===== config.mk =====
export PLATFORM = sky130hd
export DESIGN_NAME = program_loader
export DESIGN_NICKNAME = d
export VERILOG_FILES = /design/src/rtl/program_loader_pkg.sv /design/src/rtl/program_loader_byte_to_word_packer.sv /design/src/rtl/program_loader.sv
export SDC_FILE = /design/constraint.sdc
export NUM_CORES = 1
export LEC_CHECK = 0
export ABC_AREA = 1
export BUFFER_PORTS_ARGS = -buffer_cell sky130_fd_sc_hd__buf_4
export CAP_MARGIN = 20
export CORE_UTILIZATION = 35
export CTS_CLUSTER_DIAMETER = 60
export CTS_CLUSTER_SIZE = 40
export DETAILED_ROUTE_END_ITERATION = 10
export SLEW_MARGIN = 20
export SYNTH_ARGS = -nofsm -noshare
export SYNTH_HDL_FRONTEND = slang
export SYNTH_SLANG_ARGS = --single-unit

===== constraint.sdc =====
create_clock -name clk -period 3.39 [get_ports clk]
set_input_delay 0.339 -clock clk [delete_from_list [all_inputs] [get_ports clk]]
set_output_delay 0.339 -clock clk [all_outputs]
set_load 0.02 [all_outputs]

===== src/rtl/program_loader_pkg.sv =====
// Shared definitions for the program loader: FSM state encodings and frame
// layout constants.
package program_loader_pkg;

  // State encodings
  localparam logic [2:0] ST_LEN0  = 3'd0;
  localparam logic [2:0] ST_LEN1  = 3'd1;
  localparam logic [2:0] ST_DATA  = 3'd2;
  localparam logic [2:0] ST_CSUM  = 3'd3;
  localparam logic [2:0] ST_DONE  = 3'd4;
  localparam logic [2:0] ST_ERROR = 3'd5;

  typedef enum logic [2:0] {
    S_LEN0  = ST_LEN0,
    S_LEN1  = ST_LEN1,
    S_DATA  = ST_DATA,
    S_CSUM  = ST_CSUM,
    S_DONE  = ST_DONE,
    S_ERROR = ST_ERROR
  } state_t;

  // Frame layout, in bytes
  localparam int unsigned LEN_BYTES  = 2;
  localparam int unsigned WORD_BYTES = 4;
  localparam int unsigned CSUM_BYTES = 4;

endpackage


===== src/rtl/program_loader_byte_to_word_packer.sv =====
// Assembles little-endian bytes into 32-bit words.
// Ports:
//   clk, reset      clock, synchronous active-low reset
//   clear           drop any partially assembled word
//   byte_data/valid incoming byte and its strobe
//   word            last completed word (held until the next one completes)
//   word_valid      one-cycle pulse, the cycle after the final byte is taken
//   word_done_c     combinational: the byte offered now completes a word
module byte_to_word_packer
  import program_loader_pkg::*;
(
  input  logic        clk,
  input  logic        reset,
  input  logic        clear,
  input  logic [7:0]  byte_data,
  input  logic        byte_valid,
  output logic [31:0] word,
  output logic        word_valid,
  output logic        word_done_c
);

  localparam int unsigned CNT_W = $clog2(WORD_BYTES);
  localparam int unsigned SR_W  = 8 * (WORD_BYTES - 1);

  logic [CNT_W-1:0] cnt;
  logic [SR_W-1:0]  sr;

  assign word_done_c = byte_valid && (cnt == CNT_W'(WORD_BYTES - 1));

  // Earlier bytes shift down so the first byte ends up least significant.
  always_ff @(posedge clk) begin
    if (!reset) begin
      cnt        <= '0;
      sr         <= '0;
      word       <= '0;
      word_valid <= 1'b0;
    end else begin
      word_valid <= 1'b0;
      if (clear) begin
        cnt <= '0;
      end else if (byte_valid) begin
        if (word_done_c) begin
          word       <= {byte_data, sr};
          word_valid <= 1'b1;
          cnt        <= '0;
        end else begin
          sr  <= {byte_data, sr[SR_W-1:8]};
          cnt <= cnt + CNT_W'(1);
        end
      end
    end
  end

endmodule


===== src/rtl/program_loader.sv =====
// Boot loader: parses a framed byte stream (LEN, N words, XOR checksum),
// writes the words to program memory from address 0 and releases the CPU
// once the checksum matches.
// Ports:
//   clk, reset            clock, synchronous active-low reset
//   start                 re-arm for a new frame (wins over byte transfer)
//   in_data/valid/ready   byte stream handshake
//   mem_we/addr/wdata     program-memory write port
//   cpu_hold              CPU reset request
//   done, error           frame accepted / rejected
//   words_loaded          words written in the current frame
module program_loader
  import program_loader_pkg::*;
#(
  parameter int unsigned ADDR_WIDTH = 10
) (
  input  logic                  clk,
  input  logic                  reset,
  input  logic                  start,
  input  logic [7:0]            in_data,
  input  logic                  in_valid,
  output logic                  in_ready,
  output logic                  mem_we,
  output logic [ADDR_WIDTH-1:0] mem_addr,
  output logic [31:0]           mem_wdata,
  output logic                  cpu_hold,
  output logic                  done,
  output logic                  error,
  output logic [ADDR_WIDTH:0]   words_loaded
);

  localparam int unsigned CAPACITY   = 1 << ADDR_WIDTH;
  localparam int unsigned CNT_W      = ADDR_WIDTH + 1;
  localparam int unsigned LEN_W      = 8 * LEN_BYTES;
  localparam int unsigned CSUM_IDX_W = $clog2(CSUM_BYTES);
  localparam int unsigned CSUM_SR_W  = 8 * (CSUM_BYTES - 1);

  state_t                state, state_next;
  logic [7:0]            len_lo, len_lo_next;
  logic [LEN_W-1:0]      len, len_next;
  logic [LEN_W-1:0]      len_in;
  logic [CSUM_IDX_W-1:0] csum_idx, csum_idx_next;
  logic [CSUM_SR_W-1:0]  csum_sr, csum_sr_next;
  logic [31:0]           csum_in;
  logic [31:0]           acc, acc_next;
  logic [CNT_W-1:0]      word_idx, word_idx_next;
  logic                  ready_state;
  logic                  xfer;
  logic                  pack_valid;
  logic                  word_done_c;

  assign ready_state  = (state == S_LEN0) || (state == S_LEN1) ||
                        (state == S_DATA) || (state == S_CSUM);
  assign in_ready     = ready_state && !start;
  assign xfer         = in_valid && in_ready;
  assign pack_valid   = xfer && (state == S_DATA);
  assign len_in       = {in_data, len_lo};
  assign csum_in      = {in_data, csum_sr};
  assign mem_addr     = word_idx[ADDR_WIDTH-1:0];
  assign words_loaded = word_idx;

  // mem_we/mem_wdata come straight from the packer's output registers,
  // giving the one-cycle write latency after the final byte.
  byte_to_word_packer u_packer (
    .clk         (clk),
    .reset       (reset),
    .clear       (start),
    .byte_data   (in_data),
    .byte_valid  (pack_valid),
    .word        (mem_wdata),
    .word_valid  (mem_we),
    .word_done_c (word_done_c)
  );

  // State and datapath registers
  always_ff @(posedge clk) begin
    if (!reset) begin
      state    <= S_LEN0;
      len_lo   <= '0;
      len      <= '0;
      csum_idx <= '0;
      csum_sr  <= '0;
      acc      <= '0;
      word_idx <= '0;
      done     <= 1'b0;
      error    <= 1'b0;
      cpu_hold <= 1'b1;
    end else begin
      state    <= state_next;
      len_lo   <= len_lo_next;
      len      <= len_next;
      csum_idx <= csum_idx_next;
      csum_sr  <= csum_sr_next;
      acc      <= acc_next;
      word_idx <= word_idx_next;
      done     <= (state_next == S_DONE);
      error    <= (state_next == S_ERROR);
      cpu_hold <= (state_next != S_DONE);
    end
  end

  // Next-state and datapath update
  always_comb begin
    state_next    = state;
    len_lo_next   = len_lo;
    len_next      = len;
    csum_idx_next = csum_idx;
    csum_sr_next  = csum_sr;
    acc_next      = acc;
    word_idx_next = word_idx;

    // Write cycle bookkeeping; a restart below discards it.
    if (mem_we) begin
      acc_next      = acc ^ mem_wdata;
      word_idx_next = word_idx + CNT_W'(1);
    end

    if (start) begin
      state_next    = S_LEN0;
      csum_idx_next = '0;
      acc_next      = '0;
      word_idx_next = '0;
    end else if (xfer) begin
      case (state)
        S_LEN0: begin
          len_lo_next = in_data;
          state_next  = S_LEN1;
        end
        S_LEN1: begin
          len_next = len_in;
          if (32'(len_in) > CAPACITY) begin
            state_next = S_ERROR;
          end else if (len_in == '0) begin
            state_next = S_CSUM;
          end else begin
            state_next = S_DATA;
          end
        end
        S_DATA: begin
          // word_idx already counts every earlier word by the time a
          // word's final byte arrives.
          if (word_done_c && (32'(word_idx) + 32'd1 == 32'(len))) begin
            state_next = S_CSUM;
          end
        end
        S_CSUM: begin
          csum_idx_next = csum_idx + CSUM_IDX_W'(1);
          csum_sr_next  = {in_data, csum_sr[CSUM_SR_W-1:8]};
          // The final write has retired at least three cycles earlier,
          // so acc already includes the last word.
          if (csum_idx == CSUM_IDX_W'(CSUM_BYTES - 1)) begin
            state_next = (csum_in == acc) ? S_DONE : S_ERROR;
          end
        end
        default: ;
      endcase
    end
  end

endmodule

==> flow_summary_export.csv <==
group,metric,value,unit
clock_network,ctsHoldBuffers,0,
critical_path,setup_crit_path_kind,"reg -> reg",
grt,grt_pass1_vias,5559,
sta,final_worst_clock_skew,0.0128,ns
pwr,switching_share,24.1,%
clock_network,cts-htree-levels,4,
place,gp_congestion,0.829,
sta,clock.fmax,0.472,GHz
detailed_routing,met3_length,771,um
logic_synthesis,synthDistinctLibCells,28,
clock_network,tritoncts,"done",
hold_path,hold_path.class,"in -> reg",
logic_synthesis,netlist.area_leader.share,47.1,%
sta,number_of_hold_slack_violations_in_the_final_timing_report,0,
logic_synthesis,syn_area,6720,sq um
detailed_routing,drt_pass1_iterations,4,
sta,timing_worst_slew_pin_value,0.907,ns
cells_and_area,synthToLayoutAreaGrowth,17.7,%
cells_and_area,design_area,7910,sq um
outcome,outcome,"completed",
clock_network,numCtsBuffers,17,
detailed_routing,viasPerCell,4.94,
cells_and_area,antenna_diode_count,0,
sta,timing.final.setup_violations,0,
floorplanning,placementRows,50,
pwr,power.clock.fraction,48.0,%
pwr,p_int,2990,uW
critical_path,worstPathMaxFanout,18,
cells_and_area,num-nets-final,986,
logic_synthesis,syn_warnings,0,
run,drv.max_cap_violation_count,0,
pwr,worst_ir_drop_vdd,0.370,mV
detailed_routing,remaining_drc_errors,0,
pwr,power.share.combinational,4.1,%
cells_and_area,drive_gt1_share,12.8,%
logic_synthesis,post_synth.cell_area_avg,7.22,sq um
logic_synthesis,postSynthRegisterBits,158,
floorplanning,initial_core_util,35.8,%
sta,slew_viol_final,0,
clock_network,worstSkewPairLatency,0.43,ns
place,dpl.hpwl,12100,um
place,post_dp_cell_area,7330,sq um
clock_network,clk_pin_slew,0.07,ns
pwr,power.leakage,0.00315,uW
sta,final.setup.tns,0,ns
sta,period_minus_slack,2.12,ns
floorplanning,dieArea,19800,sq um
place,port_buffers,69,
pwr,power-per-cell-area,498,nW/um^2
pwr,power.net_switching,950,uW
logic_synthesis,synthDominantAreaCellType,"sky130_fd_sc_hd__dfxtp_1",
pwr,sequentialPowerShare,47.9,%
logic_synthesis,synth.yosys.seq_area_share,47.1,%
cells_and_area,layout_commonest_cell,"sky130_fd_sc_hd__nor2_1",
cells_and_area,n_fill_cell,1983,
clock_network,clockRootBuffer,"sky130_fd_sc_hd__clkbuf_16",
floorplanning,die_height,141,um
detailed_routing,total_wire_length_after_detailed_routing,18100,um
detailed_routing,avgRoutedWirePerCell,14.9,um
detailed_routing,route.layer.met1.wl,8650,um
detailed_routing,drt_iter0_markers,425,
grt,antenna_violations_before_repair,0,
detailed_routing,total_via_count_in_the_routed_design,6017,
critical_path,worst_endpoint_data_arrival_time,2.48,ns
grt,grt_pass1_wl,28900,um
cells_and_area,final_cell_count_no_fill,1218,
clock_network,cts_buffer_depth,2,
clock_network,postCtsSetupBuffers,0,
sta,max-slew-margin-rel,39.5,%
place,placed_cells_incl_taps,1186,
floorplanning,chipWidth,141,um
grt,grt_max_degree,104,
sta,rsz0062_at_grt,"no",
logic_synthesis,syn_inst,930,
cells_and_area,layout_common_cells,"161 x sky130_fd_sc_hd__nor2_1, 157 x sky130_fd_sc_hd__dfxtp_1, 127 x sky130_fd_sc_hd__o21ai_0, 124 x sky130_fd_sc_hd__nand2_1, 101 x sky130_fd_sc_hd__a21oi_1",
logic_synthesis,main_area_contributors_after_synthesis,"sky130_fd_sc_hd__dfxtp_1 47%, sky130_fd_sc_hd__o21ai_0 9.5%, sky130_fd_sc_hd__nor2_1 9.1%, sky130_fd_sc_hd__a21oi_1 7.5%, sky130_fd_sc_hd__nand2_1 6.9%",
sta,final_clock_period_utilization_by_the_worst_path,62.6,%
critical_path,critical_path.startpoint_type,"register",
critical_path,critical_path_required,3.75,ns
clock_network,clock_sinks,158,
floorplanning,boundaryPins,70,
floorplanning,coreArea,18800,sq um
grt,globalRoute.totalOverflow,0,
critical_path,end_kind,"register",
logic_synthesis,syn_nets,945,
clock_network,cts_resized,0,
detailed_routing,wl_met2,8390,um
detailed_routing,routed.top_layer,"met4",
grt,gr-usage-all-layers,18.9,%
detailed_routing,final_antenna_net_count,0,
[registers in the layout, summed over array words and instances (netlist names)]
| signal | cells |
|---|---|
| cpu_hold | 1 |
| u_packer.sr | 24 |
| u_packer.cnt | 2 |
| error | 1 |
| state | 3 |
| u_packer.word | 32 |
| csum_idx | 2 |
| done | 1 |
| acc | 32 |
| words_loaded | 11 |
| len_lo | 8 |
| u_packer.word_valid | 1 |
| csum_sr | 24 |
| len | 16 |
[cell type report]
type	count	area, sq um	share of cell area (%)
sequential	158	3160	40.0
inverter	85	319	4.03
multi-input combinational	633	2980	37.7
clock buffer	19	453	5.73
tap	234	293	3.70
clock inverter	13	129	1.63
timing repair buffer	76	571	7.21
[metal layers]
metal	global-route usage [%]	vias up
li1	-	3118
met1	24.7	2751
met2	31.2	128
met3	3.73	20
met4	6.24	0
met5	0	-
[through the flow]
step	utilization (%)	hold WS, ns	setup WS, ns	power (uW)
2_1_floorplan	-	0.443	1.68	2030
3_3_place_gp	39.0	0.460	1.30	2090
3_5_place_dp	39.0	0.463	1.24	2090
4_1_cts	42.1	0.225	1.29	3970
5_1_grt	42.1	0.245	1.09	4070
6_report	42.1	0.234	1.27	3940
[synth_stat cells (all sizes together)]
cell type,instances
nor2,165
dfxtp,158
o21ai,127
nand2,126
a21oi,101
inv,85
nand3,48
clkbuf,30
nor3,26
buf,24
xnor2,17
nand4,10
ha,3
o22ai,3
or2,2
a211oi,1
a31oi,1
o2111ai,1
o211ai,1
xor2,1
[critical path, stage by stage, from the launching register on]
cell and delay (ns):
sky130_fd_sc_hd__dfxtp_1 0.36, sky130_fd_sc_hd__nor3_4 0.33, sky130_fd_sc_hd__inv_2 0.16, sky130_fd_sc_hd__nor3_4 0.54
sky130_fd_sc_hd__buf_4 0.35, sky130_fd_sc_hd__o21ai_0 0.13, sky130_fd_sc_hd__a21oi_1 0.18
[cells by family (layout without fill, tap and decap cells)]
family / count (synthesis) / in the layout / share of synthesized area (%)
XOR/XNOR: 18 / 18 / 2.35
buffers and inverters: 139 / 193 / 8.60
AO/OA/AOI/OAI: 235 / 235 / 17.8
flip-flops: 158 / 158 / 47.1
AND/OR/NAND/NOR: 377 / 377 / 23.6
adder cells (fa/ha/maj): 3 / 3 / 0.559
[power groups by stage]
stage / Sequential, uW / Combinational, uW / Clock, uW
2_1_floorplan: 1930 / 102 / 0
3_3_place_gp: 1930 / 159 / 0
3_5_place_dp: 1930 / 159 / 0
4_1_cts: 1890 / 160 / 1920
5_1_grt: 1890 / 179 / 2000
6_report: 1890 / 160 / 1890
[path summary, 6_finish.rpt]
check | endpoint | from | depth (start not counted) | slack [ns]
worst min register to register | csum_sr[6] | csum_sr[6] | 2 | 0.47
worst max-delay path | u_packer.sr[20] | state[2] | 6 | 1.27
worst max register to register | u_packer.sr[20] | state[2] | 6 | 1.27
worst min-delay path | u_packer.word[27] | in_data[3] | 3 | 0.23
No activity file was read; power rests on OpenSTA's default activity.
